## config.mk

```make
export PLATFORM = sky130hd
export DESIGN_NAME = alu_rr_arbiter
export DESIGN_NICKNAME = d
export VERILOG_FILES = /design/src/rtl/alu_rr_arbiter.sv
export SDC_FILE = /design/constraint.sdc
export NUM_CORES = 1
export LEC_CHECK = 0
export CORE_AREA = 2 2 162 164
export DETAILED_ROUTE_END_ITERATION = 10
export DIE_AREA = 0 0 164 166
export PLACE_DENSITY_LB_ADDON = 0.2
export REMOVE_ABC_BUFFERS = 1
export SLEW_MARGIN = 20
export SYNTH_ARGS = -nofsm -noshare
export SYNTH_HDL_FRONTEND = slang
export SYNTH_SLANG_ARGS = --single-unit
export TNS_END_PERCENT = 1
```

## constraint.sdc

```tcl
create_clock -name clk -period 3.1 [get_ports clk]
set_input_delay 0.775 -clock clk [delete_from_list [all_inputs] [get_ports clk]]
set_output_delay 0.775 -clock clk [all_outputs]
set_load 0.1 [all_outputs]
```

## src/rtl/alu_rr_arbiter.sv

```systemverilog
// alu_rr_arbiter: shares one combinational ALU between NUM_REQ requesters.
// Requesters are picked round-robin. The chosen operands are latched and driven
// to the ALU for one cycle. The ALU result is registered and held until the
// response is taken.
// Ports:
//   clk, reset                 clock; synchronous active-high reset
//   req_valid_i / req_ready_o  per-requester handshake (ready is a one-hot grant)
//   req_op_i/req_a_i/req_b_i   packed per-requester op and operands
//   alu_op_o/alu_a_o/alu_b_o   ALU drive, non-zero only during EXEC
//   alu_result_i/alu_zero_i    ALU combinational result and zero flag
//   rsp_*                      registered response, held until rsp_ready_i
//   busy_o                     high whenever the FSM is not idle
module alu_rr_arbiter #(
   parameter int unsigned NUM_REQ    = 4,
   parameter int unsigned DATA_WIDTH = 32,
   parameter int unsigned OP_WIDTH   = 4,
   parameter int unsigned ID_WIDTH   = 2
) (
   input  logic                           clk,
   input  logic                           reset,
   input  logic [NUM_REQ-1:0]             req_valid_i,
   output logic [NUM_REQ-1:0]             req_ready_o,
   input  logic [NUM_REQ*OP_WIDTH-1:0]    req_op_i,
   input  logic [NUM_REQ*DATA_WIDTH-1:0]  req_a_i,
   input  logic [NUM_REQ*DATA_WIDTH-1:0]  req_b_i,
   output logic [OP_WIDTH-1:0]            alu_op_o,
   output logic [DATA_WIDTH-1:0]          alu_a_o,
   output logic [DATA_WIDTH-1:0]          alu_b_o,
   input  logic [DATA_WIDTH-1:0]          alu_result_i,
   input  logic                           alu_zero_i,
   output logic                           rsp_valid_o,
   output logic [ID_WIDTH-1:0]            rsp_id_o,
   output logic [DATA_WIDTH-1:0]          rsp_result_o,
   output logic                           rsp_zero_o,
   input  logic                           rsp_ready_i,
   output logic                           busy_o
);

   localparam logic [1:0] S_IDLE = 2'd0;
   localparam logic [1:0] S_EXEC = 2'd1;
   localparam logic [1:0] S_RESP = 2'd2;

   logic [1:0]            state_q,  state_d;
   logic [ID_WIDTH-1:0]   rr_ptr_q, rr_ptr_d;
   logic [ID_WIDTH-1:0]   id_q,     id_d;
   logic [OP_WIDTH-1:0]   op_q,     op_d;
   logic [DATA_WIDTH-1:0] a_q,      a_d;
   logic [DATA_WIDTH-1:0] b_q,      b_d;
   logic [DATA_WIDTH-1:0] result_q, result_d;
   logic                  zero_q,   zero_d;

   logic                  grant_found;
   logic [ID_WIDTH-1:0]   grant_idx;
   logic [ID_WIDTH-1:0]   cand_id;
   int unsigned           cand;

   // Round-robin search starting at rr_ptr, wrapping NUM_REQ-1 -> 0
   always_comb begin
      grant_found = 1'b0;
      grant_idx   = '0;
      cand        = 0;
      cand_id     = '0;
      for (int unsigned k = 0; k < NUM_REQ; k++) begin
         cand = 32'(rr_ptr_q) + k;
         if (cand >= NUM_REQ) cand = cand - NUM_REQ;
         cand_id = ID_WIDTH'(cand);
         if (!grant_found && req_valid_i[cand_id]) begin
            grant_found = 1'b1;
            grant_idx   = cand_id;
         end
      end
   end

   // Grant is combinational; reset forces it low so reset shows all-zero outputs
   always_comb begin
      req_ready_o = '0;
      if (!reset && state_q == S_IDLE && grant_found)
         req_ready_o = NUM_REQ'(1) << grant_idx;
   end

   // Next-state and datapath register update
   always_comb begin
      state_d  = state_q;
      rr_ptr_d = rr_ptr_q;
      id_d     = id_q;
      op_d     = op_q;
      a_d      = a_q;
      b_d      = b_q;
      result_d = result_q;
      zero_d   = zero_q;
      case (state_q)
         S_IDLE: begin
            if (grant_found) begin
               op_d    = req_op_i[grant_idx*OP_WIDTH +: OP_WIDTH];
               a_d     = req_a_i[grant_idx*DATA_WIDTH +: DATA_WIDTH];
               b_d     = req_b_i[grant_idx*DATA_WIDTH +: DATA_WIDTH];
               id_d    = grant_idx;
               state_d = S_EXEC;
            end
         end
         S_EXEC: begin
            result_d = alu_result_i;
            zero_d   = alu_zero_i;
            state_d  = S_RESP;
         end
         S_RESP: begin
            if (rsp_ready_i) begin
               // Served requester drops to lowest priority
               rr_ptr_d = (id_q == ID_WIDTH'(NUM_REQ-1)) ? '0 : id_q + 1'b1;
               state_d  = S_IDLE;
            end
         end
         default: state_d = S_IDLE;
      endcase
   end

   always_ff @(posedge clk) begin
      if (reset) begin
         state_q  <= S_IDLE;
         rr_ptr_q <= '0;
         id_q     <= '0;
         op_q     <= '0;
         a_q      <= '0;
         b_q      <= '0;
         result_q <= '0;
         zero_q   <= 1'b0;
      end else begin
         state_q  <= state_d;
         rr_ptr_q <= rr_ptr_d;
         id_q     <= id_d;
         op_q     <= op_d;
         a_q      <= a_d;
         b_q      <= b_d;
         result_q <= result_d;
         zero_q   <= zero_d;
      end
   end

   // ALU sees latched operands only during EXEC, zeros otherwise
   assign alu_op_o     = (state_q == S_EXEC) ? op_q : '0;
   assign alu_a_o      = (state_q == S_EXEC) ? a_q  : '0;
   assign alu_b_o      = (state_q == S_EXEC) ? b_q  : '0;
   assign rsp_valid_o  = (state_q == S_RESP);
   assign rsp_id_o     = id_q;
   assign rsp_result_o = result_q;
   assign rsp_zero_o   = zero_q;
   assign busy_o       = (state_q != S_IDLE);

endmodule
```

==> results.ini <==
[global_route]
grt_max_degree = 107
grt_pass1_wl_um = 46100
grt_usage = 0.219
antenna_found_initial = 1
grt_pass1_vias = 7920
grt_overflow = 0

[route]
drt-total-wl_um = 30500
vias = 7753
drc = 0
vias_per_cell = 5.02
drt_first_iter_violations = 366
drtPass1Iterations = 7
ant_nets = 0
wire_per_inst_um = 19.8

[floorplanning]
core_area_mm2 = 0.0256
start_util = 0.256
rows = 59
ioPinCount = 421
die_area_mm2 = 0.0272
die_w_um = 164
die_y_um = 166

[cts]
cts_tree = done
worstSkewPairLatency_ns = 0.36
cts-buffers-inserted = 9
postCtsSetupBuffers = 0
cts_htree_levels = 3
clock-sinks = 107
clockBufferDepth = 2
cts.clk_slew.worst_paths_ns = 0.09
cts_root_buffer = clkbuf_16

[setup_path]
cp_cell_sequence = clkdlybuf4s50_1 -> or4_4 -> nand2_4 -> nor2_1 -> and3_1 -> buf_12
crit_path_start_kind = primary input
path_max_fanout = 4
criticalPathCategory = in2out
slowest_delay_ns = 0.57
worst-path-buf-inv = 2
arrival_ns = 2.31
timing.rr.start = rr_ptr_q[1]$_SDFFE_PP0P_
endpoint_kind = primary output
crit_family = simple AND/OR/NAND/NOR gates
critPathRequiredTime_ns = 2.32
slowest_stage = or4_4
crit_start = req_valid_i[0]

[place]
place.gp.congestion = 0.805
dp_hpwl_um = 21500
port_buffers = 420

[timing]
rsz0062_at_grt = yes
fmax_ghz = 0.324
slew_headroom = 0.601
min_period_ns = 3.09
finalHoldViolations = 0
worstMarginPinSlew_ns = 0.599
setup_viol = 0
tns_ns = 0
drv_slew = 0
skew_ns = 0.0142
period_share = 0.995

[layout]
syn_to_final_growth_pct = 84.7
nets = 1517
drive_gt1_frac = 0.175
nFillCells = 2512

[pwr]
fin_total_pwr_mw = 5.22
p_leak_nw = 4.55
peakVddDrop_mv = 0.347
p_per_area_mw_per_mm2 = 431

[synth]
syn_inst = 835
ys_types = 38
yosys_warnings = 0
avgSynthCellArea_um2 = 7.84
synth_seq_cells = 107
mappedNetlistArea_mm2 = 0.00655
yosysSeqAreaShare = 0.327

[hold_path]
worstHoldStart = rsp_result_o[21]$_SDFFE_PP0N_
hp-class = reg2reg

[job]
max_cap_viol_count = 0

[status]
outcome = completed

## metrics by stage
step	setup WS, ns	instances	util	instance area (um^2)	hold WS (ns)
floorplan	-2.61	739	-	6090	0.465
global placement	0.0269	1528	0.460	11800	0.443
detailed placement	-0.0101	1528	0.460	11800	0.448
CTS	0.0229	1543	0.471	12100	0.460
global route	-0.0111	1544	0.472	12100	0.477
finish	0.0141	1544	0.472	12100	0.459
## where the power goes
group          internal [mW]  switching, mW
Combinational          0.957           1.41
Sequential              1.54         0.0762
Clock                  0.637          0.599
Total                   3.13           2.08
## cell type report
class                   count  area (um^2)  share of cell area
repair buffers            454         5240               0.433
multi-input cells         629         3980               0.329
flip-flops and latches    107         2140               0.177
well taps                 335          419              0.0347
clock buffers               9          225              0.0186
clock inverters             6         73.8             0.00611
inverters                   3         11.3            0.000931
diodes                      1         2.50            0.000207
## sequential cells by signal, summed over array words and instances, names as in the netlist
name and flops:
rsp_result_o 32, rsp_zero_o 1, a_q 32, state_q 2
op_q 4, b_q 32, rsp_id_o 2, rr_ptr_q 2
## cells by family after synthesis
logic type | synth area share
adder cells (fa/ha/maj) | 0.00191
AND/OR/NAND/NOR | 0.239
AO/OA/AOI/OAI | 0.360
buffers and inverters | 0.0721
flip-flops | 0.327
## timing repair
action                     CTS  global route
hold buffers                 0             0
setup endpoints to repair    1             3
gates resized for setup      1             2
## worst min-delay path, cell delays in order, from the launching register on
cell and delay, ns:
dfxtp_1 0.32, nand2_1 0.05, a21oi_1 0.05
## synth_stat cells (all sizes together)
cell type | n | share of area
dfxtp | 107 | 0.33
nor2 | 77 | 0.044
nand2 | 74 | 0.042
o21ai | 72 | 0.055
and2 | 70 | 0.067
a211oi | 69 | 0.096
nand3 | 69 | 0.068
a21o | 68 | 0.078
a221oi | 68 | 0.091
clkbuf | 57 | 0.033
a21oi | 39 | 0.030
buf | 39 | 0.037
nor2b | 4 | 0.0054
inv | 3 | 0.0017
a211o | 2 | 0.0027
nand2b | 2 | 0.0019
nor3 | 2 | 0.0015
nor4 | 2 | 0.0042
or4 | 2 | 0.0023
a22oi | 1 | 0.0011
and2b | 1 | 0.0011
and3 | 1 | 0.00096
ha | 1 | 0.0019
o21a | 1 | 0.0011
o221ai | 1 | 0.0013
o22a | 1 | 0.0013
o22ai | 1 | 0.00096
o31ai | 1 | 0.0019
## metal layers
layer | up-vias | track usage | wire length [um]
met5 | - | 0 | 0
met4 | 0 | 0.0793 | 998
met3 | 50 | 0.0579 | 2410
met2 | 313 | 0.382 | 14900
met1 | 3601 | 0.256 | 12200
li1 | 3789 | - | -
## cells in the final DEF, fill, tap and decap left out, types with 3 or more instances in the layout
cell,Yosys,routed
nand3_1,49,49
buf_4,6,60
a211oi_2,19,19
a21o_1,68,68
and2_1,70,69
nand2_1,74,72
a211oi_1,49,49
inv_1,3,3
o21ai_0,70,70
nand3_2,20,20
buf_12,0,84
dfxtp_1,107,107
a221oi_1,68,68
nor2_1,77,76
a21oi_1,39,39
clkbuf_16,0,9
clkdlybuf4s50_1,0,310
## path summary, 6_finish.rpt
kind,endpoint,slack (ns),cells past startpoint
worst max-delay path,req_ready_o[2],0.01,6
worst min-delay path,rsp_result_o[21]$_SDFFE_PP0N_,0.46,2
worst max register to register,a_q[10]$_SDFFE_PP0P_,0.82,7
worst min register to register,rsp_result_o[21]$_SDFFE_PP0N_,0.46,2
Note: power is estimated with default switching activity, not from simulation.
==> RTL edit 1: new RTL, same flow settings <==
The parameter `ID_WIDTH` goes from 2 to 4.
--- a/src/rtl/alu_rr_arbiter.sv
+++ b/src/rtl/alu_rr_arbiter.sv
@@ -15,5 +15,5 @@
    parameter int unsigned DATA_WIDTH = 32,
    parameter int unsigned OP_WIDTH   = 4,
-   parameter int unsigned ID_WIDTH   = 2
+   parameter int unsigned ID_WIDTH   = 4
 ) (
    input  logic                           clk,
Interface: changed (resized rsp_id_o); port bits go from 421 to 423. The function was not compared with the original's and may differ.
==> RTL edit 1 against the original RTL <==
  * Sequential cell count rose by 4
  * Worst hold slack got worse by 0.00093 ns
  * Global-route usage rose by 6.2 points
  * Area after synthesis rose by 37%
  * Critical endpoint is now req_ready_o[1]
  * Final area rose by 24%
  * Synthesized cell count rose by 55%
  * Largest power group unchanged
  * Worst setup slack got worse by 0.51 ns
  * Count of clock-buffer cells in the layout rose by 1
  * Routed wire length rose by 31%
  * Utilization rose by 11 points
  * Largest cell class is now multi-input combinational cells
  * Total power rose by 25%
  * Clock power fell by 3%
  * The run now ends with setup timing left
  * Critical path type is now flip-flop to output port
  * Via count rose by 50%
==> RTL edit 1: results (changes against the original RTL) <==
Setup ws final = -0.496 ns (was 0.0141 ns)
Met1 wire length = 15100 um (was 12200 um)
Net Sw Frac = 0.438 (was 0.399)
Setup crit end = req_ready_o[1] (was req_ready_o[2])
Sequential-to-total area share from yosys stat = 0.248 (was 0.327)
Distinct cells, synth = 51 (was 38)
Area share of fa/ha/maj cells after synthesis = 0.0154 (was 0.00191)
Dpl hpwl = 27600 um (was 21500 um)
R2R setup slack = 0 ns (was 0.82 ns)
Crit path max fanout = 5 (was 4)
Drt first pass iters = 6 (was 7)
Largest net degree at the start of global routing = 87 (was 107)
CP max-delay cell = dfxtp_4 (was or4_4)
Logic pwr share = 0.545 (was 0.453)
Met3 wire len = 3750 um (was 2410 um)
Vias per cell = 5.78 (was 5.02)
Fraction of final layout cells sized beyond drive strength 1 = 0.183 (was 0.175)
Failing checks = setup timing
Vias after detailed routing = 11700 (was 7753)
P per Cell Area = 435 mW/mm^2 (was 431 mW/mm^2)
IO buf count = 422 (was 420)
Status = finished with violations (was completed)
Post-Synth XOR/XNOR Area = 0.00586 (was 0)
Reg2reg end = b_q[31] (was a_q[10])
Leak = 5.71 nW (was 4.55 nW)
Compound-gate portion of the synthesized area = 0.347 (was 0.360)
Filler cells = 2360 (was 2512)
Count of final setup violators = 4 (was 0)
Slowest cell delay on critical path = 0.39 ns (was 0.57 ns)
Cells after DPL = 1990 (was 1528)
R2R depth = 13 (was 7)
Worst Skew = 0.0104 ns (was 0.0142 ns)
Grt met1 use = 0.321 (was 0.256)
Final WL = 39900 um (was 30500 um)
Detailed router's first-iteration violation count = 798 (was 366)
Initial antenna violation count = 3 (was 1)
Mean Syn Cell Area = 6.91 um^2 (was 7.84 um^2)
Met3 Use GR = 0.0769 (was 0.0579)
Max VDD drop = 0.299 mV (was 0.347 mV)
Wire length of the first global-routing pass = 60900 um (was 46100 um)
Routability congestion estimate = 0.831 (was 0.805)
Synth area leaders = dfxtp_1 (25%), nand2_1 (18%), a32o_1 (7.6%), o22a_1 (6.6%), and2_1 (5.0%) (was dfxtp_1 (33%), a221oi_1 (9.1%), a21o_1 (7.8%), and2_1 (6.7%), a211oi_1 (5.6%))
Commonest cells in the netlist = nand2_1 (420), dfxtp_1 (111), clkbuf_1 (86) (was dfxtp_1 (107), nor2_1 (77), nand2_1 (74))
Worst Tran Pin Value = 0.891 ns (was 0.599 ns)
Setup Crit Path Kind = flip-flop to output port (was primary input to output port)
-- RTL edit 1: cell count changes in the layout (fill, tap and decap cells not counted), sizes merged, moves of 65 or more --
cell | before | now
a21o | 68 | 1
a221oi | 68 | 0
a31o | 0 | 68
a31oi | 0 | 69
a32o | 0 | 68
nand2 | 74 | 421
nor2 | 77 | 12
o22a | 1 | 68
o22ai | 1 | 69
-- RTL edit 1: area by class of cell --
cell class                      count  area share
Multi-Input combinational cell   1038       0.419
Sequential cell                   111       0.149
Tap cell                          335      0.0280
Timing Repair Buffer              509       0.382
Clock inverter                      6     0.00368
Antenna cell                        3    0.000502
Clock buffer                       10      0.0153
Inverter                            6     0.00193
-- RTL edit 1: worst min path at each step --
stage | start | endpoint | slack, ns | depth (start not counted)
global route | b_q[0] | b_q[0] | 0.47 | 1
finish | rsp_result_o[25] | rsp_result_o[25] | 0.46 | 2
detailed placement | b_q[21] | b_q[21] | 0.45 | 1
global placement | b_q[20] | b_q[20] | 0.44 | 1
CTS | rsp_result_o[25] | rsp_result_o[25] | 0.46 | 2
floorplan | a_q[0] | a_q[0] | 0.43 | 1
-- RTL edit 1: per-stage QoR --
step / TNS [ns] / hold WS (ns) / setup slack [ns] / utilization
2_1_floorplan: -628.62 / 0.434 / -9.52 / -
3_5_place_dp: -45.68 / 0.445 / -0.869 / 0.562
3_3_place_gp: -43.28 / 0.438 / -0.865 / 0.562
6_report: -1.83 / 0.458 / -0.496 / 0.583
4_1_cts: -1.68 / 0.461 / -0.432 / 0.582
5_1_grt: -10.70 / 0.473 / -0.616 / 0.583
-- RTL edit 1: what timing repair did --
action	4_1_cts	5_1_grt
pin swaps	16	7
resized for setup	49	7
gates cloned	0	0
setup buffers	8	1
hold buffers	0	0
setup endpoints to repair	72	72
==> RTL edit 2: new RTL, config.mk and constraints unchanged <==
Without the edit above. Take the reset off `b_q` and load it in a clocked block of its own.
--- a/src/rtl/alu_rr_arbiter.sv
+++ b/src/rtl/alu_rr_arbiter.sv
@@ -122,5 +122,4 @@
          op_q     <= '0;
          a_q      <= '0;
-         b_q      <= '0;
          result_q <= '0;
          zero_q   <= 1'b0;
@@ -131,8 +130,11 @@
          op_q     <= op_d;
          a_q      <= a_d;
-         b_q      <= b_d;
          result_q <= result_d;
          zero_q   <= zero_d;
       end
+   end
+
+   always_ff @(posedge clk) begin
+      b_q <= b_d;
    end
 
Behaviour: no difference found for any inputs over 4 cycles, from zero or initial values and one cycle with reset high; that may be too few to reach the edited logic, so the function may still have changed.
==> RTL edit 2 against the original RTL <==
  * Worst setup slack gained 0.16 ns
  * Routed wire length shrank 3.2%
  * Final area shrank 0.35%
  * Clock skew shrank 0.0016 ns
  * Total power grew 4.8%
  * First-iteration DRC count shrank 8.2%
  * Sequential cell count is the same
  * Area after synthesis shrank 0.52%
  * Critical endpoint is now req_ready_o[0]
==> RTL edit 2: results (changes against the original RTL) <==
Status = completed (unchanged)
#MultiIn Comb = 595 (was 629)
Buffers excl. clock = 456 (was 454)
Detailed router's first-iteration violation count = 336 (was 366)
Largest net degree at the start of global routing = 67 (was 107)
Met1 wire length = 12500 um (was 12200 um)
Met3 Use GR = 0.0437 (was 0.0579)
Filler cells = 2438 (was 2512)
Synth area leaders = dfxtp_1 (23%), edfxtp_1 (15%), nand2_1 (8.0%), and2_1 (6.7%), a211oi_2 (6.3%) (was dfxtp_1 (33%), a221oi_1 (9.1%), a21o_1 (7.8%), and2_1 (6.7%), a211oi_1 (5.6%))
Max VDD drop = 0.255 mV (was 0.347 mV)
Vias per cell = 4.97 (was 5.02)
Area of the multi-input gates = 0.00366 mm^2 (was 0.00398 mm^2)
Compound-gate portion of the synthesized area = 0.303 (was 0.360)
Vias after detailed routing = 7529 (was 7753)
P per Cell Area = 454 mW/mm^2 (was 431 mW/mm^2)
WP data arrival = 2.15 ns (was 2.31 ns)
EDFF count, synth = 32 (was 0)
Drt first pass iters = 4 (was 7)
Sequential-to-total area share from yosys stat = 0.378 (was 0.327)
Net Sw Frac = 0.411 (was 0.399)
Clock buf/inv share = 0.0259 (was 0.0247)
Inverters = 4 (was 3)
Grt met1 use = 0.258 (was 0.256)
Area share of fa/ha/maj cells after synthesis = 0.00192 (was 0.00191)
CTS resizes = 6 (was 1)
Gate Count Post-Synth = 791 (was 835)
Worst Tran Pin Value = 0.813 ns (was 0.599 ns)
Leak = 4.55 nW (about the same)
Met2 track demand over resource = 0.360 (was 0.382)
Post-Place Cell Area = 0.0117 mm^2 (was 0.0118 mm^2)
Dpl hpwl = 21100 um (was 21500 um)
Sequential power share = 0.313 (was 0.310)
Commonest cells in the netlist = nand2_1 (139), dfxtp_1 (75), and2_1 (70) (was dfxtp_1 (107), nor2_1 (77), nand2_1 (74))
Layout area overhead = 85.0% (was 84.7%)
Clock power frac = 0.229 (was 0.237)
## RTL edit 2: cell count changes after synthesis, sizes merged, moves of 5 or more
cell / delta
a211o: +34
a21o: -67
a221oi: -33
a31oi: +33
and3: +33
buf: -5
clkbuf: -6
dfxtp: -32
edfxtp: +32
nand2: +66
nand3: -31
nor2: -33
o21ai: -35
## RTL edit 2: path summary, 6_finish.rpt
| path | startpoint | slack [ns] | end | cells after the start |
|---|---|---|---|---|
| max | req_valid_i[2] | 0.17 | req_ready_o[0] | 7 |
| min | rsp_zero_o | 0.46 | rsp_zero_o | 2 |
| max reg2reg | rr_ptr_q[0] | 0.68 | b_q[20] | 6 |
| min reg2reg | rsp_zero_o | 0.46 | rsp_zero_o | 2 |
## RTL edit 2: critical path, stage by stage
cell and delay, ns:
dlygate4sd2_1 0.26, buf_4 0.15, and2b_1 0.17, buf_4 0.16
o31ai_4 0.24, and2_1 0.21, buf_12 0.18
